## src/rtl/riscv_pkg.sv

```systemverilog
// Shared RISC-V decode/execute definitions: opcodes, ALUOp encodings,
// the control bundle carried from decode into execute, and the ID/EX
// register layout used by id_ex_stage.
package riscv_pkg;

  localparam int XLEN = 32;

  // Major opcodes the pipeline needs to recognise.
  localparam logic [6:0] R_TYPE = 7'b0110011;
  localparam logic [6:0] LOAD   = 7'b0000011;
  localparam logic [6:0] STORE  = 7'b0100011;
  localparam logic [6:0] BRANCH = 7'b1100011;

  // ALUOp encodings produced by the control unit.
  localparam logic [1:0] ALUOP_LDST   = 2'b00;
  localparam logic [1:0] ALUOP_RTYPE  = 2'b01;
  localparam logic [1:0] ALUOP_BRANCH = 2'b10;

  typedef struct packed {
    logic       branch;
    logic       memread;
    logic       memtoreg;
    logic       memwrite;
    logic       alusrc;
    logic       regwrite;
    logic [1:0] aluop;
  } ctrl_bundle_t;

  // A bubble can neither write the register file nor touch memory.
  localparam ctrl_bundle_t CTRL_BUBBLE = '{
    branch:   1'b0,
    memread:  1'b0,
    memtoreg: 1'b0,
    memwrite: 1'b0,
    alusrc:   1'b0,
    regwrite: 1'b0,
    aluop:    ALUOP_LDST
  };

  // Everything the ID/EX register carries into execute.
  typedef struct packed {
    logic             valid;
    ctrl_bundle_t     ctrl;
    logic [XLEN-1:0]  pc;
    logic [XLEN-1:0]  rs1_data;
    logic [XLEN-1:0]  rs2_data;
    logic [XLEN-1:0]  imm;
    logic [4:0]       rs1;
    logic [4:0]       rs2;
    logic [4:0]       rd;
    logic [3:0]       funct;
  } ex_regs_t;

  // Bubbles also clear the data fields so a squashed slot is easy to spot
  // on a waveform and never leaks stale operands into forwarding.
  localparam ex_regs_t EX_BUBBLE = '{
    valid:    1'b0,
    ctrl:     CTRL_BUBBLE,
    pc:       '0,
    rs1_data: '0,
    rs2_data: '0,
    imm:      '0,
    rs1:      '0,
    rs2:      '0,
    rd:       '0,
    funct:    '0
  };

  // Only R-type, store and branch actually read rs2; for every other
  // format the rs2 field is immediate bits and must not raise a hazard.
  function automatic logic uses_rs2(input logic [6:0] opcode);
    return (opcode == R_TYPE) || (opcode == STORE) || (opcode == BRANCH);
  endfunction

endpackage

```

## src/rtl/load_use_detect.sv

```systemverilog
// Combinational load-use hazard term: a load sitting in EX whose
// destination is read by the instruction currently in decode.
// Only instantiated when HAZARD_DETECT_EN is defined.
module load_use_detect
  import riscv_pkg::*;
(
  input  logic       ex_valid_i,
  input  logic       ex_memread_i,
  input  logic [4:0] ex_rd_i,
  input  logic       id_valid_i,
  input  logic [6:0] id_opcode_i,
  input  logic [4:0] id_rs1_i,
  input  logic [4:0] id_rs2_i,
  output logic       hazard_o
);

  logic ex_is_load;
  logic rs1_match;
  logic rs2_match;

  // x0 is hard-wired zero, so a load into x0 never produces a value to wait for.
  assign ex_is_load = ex_valid_i & ex_memread_i & (ex_rd_i != 5'd0);
  assign rs1_match  = (ex_rd_i == id_rs1_i);
  assign rs2_match  = uses_rs2(id_opcode_i) & (ex_rd_i == id_rs2_i);

  assign hazard_o = ex_is_load & id_valid_i & (rs1_match | rs2_match);

endmodule

```

## src/rtl/id_ex_stage.sv

```systemverilog
// ID/EX pipeline register with load-use stall, branch flush and
// downstream hold.
// Configuration macro: HAZARD_DETECT_EN enables load-use detection; when
// undefined the hazard term is tied off and stall_o follows hold_i alone.
module id_ex_stage
  import riscv_pkg::*;
(
  input  logic            clk,
  input  logic            rst_n,

  input  logic            id_valid_i,
  input  logic [6:0]      id_opcode_i,
  input  logic            id_branch_i,
  input  logic            id_memread_i,
  input  logic            id_memtoreg_i,
  input  logic            id_memwrite_i,
  input  logic            id_alusrc_i,
  input  logic            id_regwrite_i,
  input  logic [1:0]      id_aluop_i,
  input  logic [XLEN-1:0] id_pc_i,
  input  logic [XLEN-1:0] id_rs1_data_i,
  input  logic [XLEN-1:0] id_rs2_data_i,
  input  logic [XLEN-1:0] id_imm_i,
  input  logic [4:0]      id_rs1_i,
  input  logic [4:0]      id_rs2_i,
  input  logic [4:0]      id_rd_i,
  input  logic [3:0]      id_funct_i,

  input  logic            flush_i,
  input  logic            hold_i,
  output logic            stall_o,

  output logic            ex_valid_o,
  output logic            ex_branch_o,
  output logic            ex_memread_o,
  output logic            ex_memtoreg_o,
  output logic            ex_memwrite_o,
  output logic            ex_alusrc_o,
  output logic            ex_regwrite_o,
  output logic [1:0]      ex_aluop_o,
  output logic [XLEN-1:0] ex_pc_o,
  output logic [XLEN-1:0] ex_rs1_data_o,
  output logic [XLEN-1:0] ex_rs2_data_o,
  output logic [XLEN-1:0] ex_imm_o,
  output logic [4:0]      ex_rs1_o,
  output logic [4:0]      ex_rs2_o,
  output logic [4:0]      ex_rd_o,
  output logic [3:0]      ex_funct_o
);

  ex_regs_t ex_q;
  ex_regs_t ex_d;
  ex_regs_t id_slot;
  logic     hazard;

  // Gather the decode-side bundle into the register layout.
  always_comb begin
    id_slot               = EX_BUBBLE;
    id_slot.valid         = 1'b1;
    id_slot.ctrl.branch   = id_branch_i;
    id_slot.ctrl.memread  = id_memread_i;
    id_slot.ctrl.memtoreg = id_memtoreg_i;
    id_slot.ctrl.memwrite = id_memwrite_i;
    id_slot.ctrl.alusrc   = id_alusrc_i;
    id_slot.ctrl.regwrite = id_regwrite_i;
    id_slot.ctrl.aluop    = id_aluop_i;
    id_slot.pc            = id_pc_i;
    id_slot.rs1_data      = id_rs1_data_i;
    id_slot.rs2_data      = id_rs2_data_i;
    id_slot.imm           = id_imm_i;
    id_slot.rs1           = id_rs1_i;
    id_slot.rs2           = id_rs2_i;
    id_slot.rd            = id_rd_i;
    id_slot.funct         = id_funct_i;
  end

`ifdef HAZARD_DETECT_EN
  load_use_detect u_load_use_detect (
    .ex_valid_i   (ex_q.valid),
    .ex_memread_i (ex_q.ctrl.memread),
    .ex_rd_i      (ex_q.rd),
    .id_valid_i   (id_valid_i),
    .id_opcode_i  (id_opcode_i),
    .id_rs1_i     (id_rs1_i),
    .id_rs2_i     (id_rs2_i),
    .hazard_o     (hazard)
  );
`else
  // Software guarantees no load-use pairs; the opcode is then only needed
  // for hazard detection and is deliberately left unused.
  logic unused_opcode;
  assign unused_opcode = ^id_opcode_i;
  assign hazard        = 1'b0;
`endif

  // Upstream freezes for a hold or a load-use; flush never feeds this path,
  // the flush owner overrides the stall on its own side.
  assign stall_o = hold_i | hazard;

  // Next EX contents in priority order: flush, hold, bubble, normal load.
  always_comb begin
    ex_d = ex_q;
    if (flush_i) begin
      ex_d = EX_BUBBLE;
    end else if (hold_i) begin
      ex_d = ex_q;
    end else if (hazard || !id_valid_i) begin
      ex_d = EX_BUBBLE;
    end else begin
      ex_d = id_slot;
    end
  end

  // EX register with synchronous active-low reset.
  always_ff @(posedge clk) begin
    if (!rst_n) begin
      ex_q <= EX_BUBBLE;
    end else begin
      ex_q <= ex_d;
    end
  end

  assign ex_valid_o    = ex_q.valid;
  assign ex_branch_o   = ex_q.ctrl.branch;
  assign ex_memread_o  = ex_q.ctrl.memread;
  assign ex_memtoreg_o = ex_q.ctrl.memtoreg;
  assign ex_memwrite_o = ex_q.ctrl.memwrite;
  assign ex_alusrc_o   = ex_q.ctrl.alusrc;
  assign ex_regwrite_o = ex_q.ctrl.regwrite;
  assign ex_aluop_o    = ex_q.ctrl.aluop;
  assign ex_pc_o       = ex_q.pc;
  assign ex_rs1_data_o = ex_q.rs1_data;
  assign ex_rs2_data_o = ex_q.rs2_data;
  assign ex_imm_o      = ex_q.imm;
  assign ex_rs1_o      = ex_q.rs1;
  assign ex_rs2_o      = ex_q.rs2;
  assign ex_rd_o       = ex_q.rd;
  assign ex_funct_o    = ex_q.funct;

endmodule
```

## config.mk

```make
export PLATFORM = sky130hd
export DESIGN_NAME = id_ex_stage
export DESIGN_NICKNAME = d
export VERILOG_FILES = /design/src/rtl/riscv_pkg.sv /design/src/rtl/load_use_detect.sv /design/src/rtl/id_ex_stage.sv
export SDC_FILE = /design/constraint.sdc
export NUM_CORES = 1
export LEC_CHECK = 0
export BUFFER_PORTS_ARGS = -buffer_cell sky130_fd_sc_hd__buf_2
export CORE_ASPECT_RATIO = 0.5
export CORE_MARGIN = 1.5
export CORE_UTILIZATION = 40
export CTS_CLUSTER_SIZE = 20
export DETAILED_ROUTE_END_ITERATION = 16
export PLACE_DENSITY = 0.79
export SLEW_MARGIN = 10
export SYNTH_ARGS = -nofsm -noshare
export SYNTH_HDL_FRONTEND = slang
export SYNTH_SLANG_ARGS = --single-unit
```

## constraint.sdc

```tcl
create_clock -name clk -period 0.8 [get_ports clk]
set_input_delay 0.04 -clock clk [delete_from_list [all_inputs] [get_ports clk]]
set_output_delay 0.04 -clock clk [all_outputs]
set_load 0.05 [all_outputs]
```

# Yosys cells after proc, flatten, opt, wreduce, memory -nomap -nowiden
# Cells that the tools add are included.
# totals
ff_bits	156
out_inout_bits	157
wordCells	19
# classes
n_mux	1
n_bitwise	1
reduce_logical	1
# op_table
operator	n
156-bit 2-to-1 mux	1
2-bit OR reduction	1
1-bit inverter	1

# Logic depth before layout (Yosys ltp)
# logic_depth
ltp_word	2
mapped_depth	4
depth_no_buf	2

# Worst setup path before layout
# Ideal clock, no wire load.
# synth_timing
path_type	reg-to-reg
from	reg, netlist name ex_valid_o
to	reg ex_q (netlist bit ex_valid_o)
setup_ns	0.066
t_arrival_ns	0.827
required_time_ns	0.734
setup_slack_ns	-0.093
path_stages_with_launch	3
path_cell_list	dfxtp_1 mux2i_1 nor2_1
# synth_rtl
element	line	rtl
end signal, assigned	id_ex_stage.sv:117	ex_q <= EX_BUBBLE;
end signal, assigned	id_ex_stage.sv:119	ex_q <= ex_d;
end, declared	id_ex_stage.sv:51	ex_regs_t ex_q;

# Worst setup path after layout
# layout_timing
from	reg ex_q (netlist bit ex_rs2_data_o[14])
to	out ex_rs2_data_o[14]
# layout_rtl
element	line	rtl
end, declared	id_ex_stage.sv:43	output logic [XLEN-1:0] ex_rs2_data_o,
# No word-level cell between the ends.

==> metrics.txt <==
Die Y=89.62 µm; Hold Crit Start=hold_i; final wirelength=27020 µm; crit-path max FO=2; element type at the critical path start=flip-flop; post-synth net total=860; Die ar.=15790 µm²; Root Buffer=clkbuf_16; Final Max Tran Viols=0; Pleak=4.903 nW; hold_ws=0.05171 ns; Avg Inst Size Synth=8.661 µm²; post-synthesis mux area share=0.1668%; Hold Path Depth=3; Seq/Total Area, Yosys=52.03%; Worst Setup Slack, final=-0.1703 ns; R2R cell count=4; row cnt=31; first-pass GRT wire length=35840 µm; final std cell area, no fill=12150 µm²; Worst R2R End=ex_imm_o[1]; Vias/cell=5.345; Top Family by Delay on Critical Path=flip-flops; flop-to-flop setup slack=-0.03 ns; register bit total from synthesis=156; crit path buf inv count=1; Post-Syn Area=6002 µm²; share of the synthesized area in the top cell type=52.03%; CTS tree=done; Worst Setup SP=ex_rs2_data_o[14]; Worst EP required=0.76 ns; Reg area=3321 µm²; commonest non-fill, non-tap cell in the layout=buf_2; final worst-path cycle share=121.3%; crit path kind=flip-flop to output pin; max-cap violations=0; final cell count without fillers=1396; arrival time worst endpoint=0.93 ns; CP max stage cell=dfxtp_2; placed cells=1158; DR WL/cell=19.35 µm; most frequent cells in the layout=157 x buf_2, 155 x nand3b_1, 155 x dfxtp_2, 155 x dlygate4sd3_1, 149 x nand2_1; peak supply drop=1.555 mV; outcome=finished with violations; worst-margin pin slew=0.2635 ns; fin crit period=0.9703 ns; input/output buffers=316; die width=176.2 µm; Core ar.=14550 µm²; grt total ovfl=0; endpoint type of the worst setup path=output pin; crit-path max cell delay=0.37 ns; layout cells sized above 1=49.17%; starting density of the core=41.26%; Multi-input gate area=2619 µm²; DP Wirelength=11870 µm; H-tree depth=4; CTS clk-pin slew, worst paths=0.07 ns; Synth Area in Compound Gates=12.92%; GR Util All Layers=29.26%; post-synthesis xor/xnor area fraction=0%; Max Root-Sink Buffers=2; post-synthesis simple-gate area fraction=29.25%; launch point of the worst reg-to-reg path=ex_imm_o[1]; Synth cell types=11; Max Clock Freq=1.031 GHz; Synth Warn #=0; Synth Area in Adders=0%; PwrDens=1631 nW/µm²; vias in the first global route=7239; leading area contributor after synthesis=dfxtp_1; main combinational cell family by area after synthesis=simple AND/OR/NAND/NOR gates; clock skew=0 ns; failing checks=setup timing; WHS Endpoint=ex_rs1_o[4]; worst min path class=primary input to flip-flop; critical path cell sequence=buf_8; clock sink total=156; final hold viol count=0; Fillers=733; largest cells by area after synthesis=dfxtp_1 52%, nand3b_1 19%, a21oi_1 13%; Slew headroom=82.44%; Clock Latency Late Sink=0.40 ns; IO Pins=324; initial antenna violation count=0; gpl congestion=0.8389; final core utilization=83.50%; total number of vias=7462; DRC=0; largest net degree at the start of global routing=72; CTS Buf Count=17; Post-DP Area=7993 µm²; diodes inserted=0; worst slack at placement=-0.03793 ns; Routed Antenna Nets=0; fin nets=1352; cell count after synthesis=693; RSZ-0062 raised after global routing=true; Area growth syn-to-layout=102.4%; initial DRC count=531; final setup vio count=160; first-pass detailed-route iteration total=5
[worst max path at each step]
stage	cells after the start	slack, ns	to
after CTS	1	-0.16	ex_rs2_data_o[12]
after global routing	1	-0.20	ex_rs2_data_o[14]
final	1	-0.17	ex_rs2_data_o[14]
after floorplan	4	0.02	ex_pc_o[13]
after global placement	4	0.008	ex_rs2_data_o[0]
after detailed placement	4	-0.04	ex_imm_o[27]
[layout make-up]
type	count	share of cell area (%)
repair buffers	542	44.11
multi-input cells	468	21.56
clock inverters	12	1.350
flip-flops and latches	156	27.34
clock buffers	20	3.595
well taps	198	2.040
[metal layers]
layer / global-route usage, % / wire [µm] / share of wire [%]
met1: 27.91 / 9159 / 34
met3: 7.155 / 1567 / 5.8
met4: 22.61 / 2112 / 7.8
met5: 0 / 0 / 0
met2: 56.48 / 14180 / 52
[cells in the mapped netlist, drive strengths merged]
master,n
nor2,1
mux2i,1
buf,62
nand2,155
nand2b,1
clkbuf,7
nand3b,155
a21oi,155
dfxtp,156
[timing repair]
item / in CTS / in global routing
buffers inserted: 14 / 38
hold endpoints to repair: 155 / 0
gates cloned: 0 / 0
pin swaps: 0 / 2
setup endpoints to repair: 156 / 161
hold buffers: 155 / 0
gates resized for setup: 419 / 65
[power by group]
group          leakage [nW]  internal (W)  switching, W
logic                  3.29       0.00166       0.00166
clock network         0.278       0.00496       0.00343
registers              1.34       0.00795      0.000151
total                  4.90        0.0146       0.00524
[registers in the layout (all words and copies together) (netlist names), 2 cells and up]
register	cells
ex_funct_o	4
ex_rd_o	5
ex_rs1_o	5
ex_imm_o	32
ex_aluop_o	2
ex_rs1_data_o	32
ex_pc_o	32
ex_rs2_data_o	32
ex_rs2_o	5
[cell families after synthesis]
kind of cell,after synthesis
compound gates,155
buf+inv,69
flops,156
mux,1
simple gates,312
[per-stage QoR]
stage                     TNS, ns  total power, W
after floorplan                 0        0.009548
after global placement          0         0.01027
after detailed placement  -0.4189         0.01032
after CTS                  -22.65         0.01954
after global routing       -26.70         0.02041
final                      -21.78         0.01982
No activity file was read; power rests on OpenSTA's default activity.
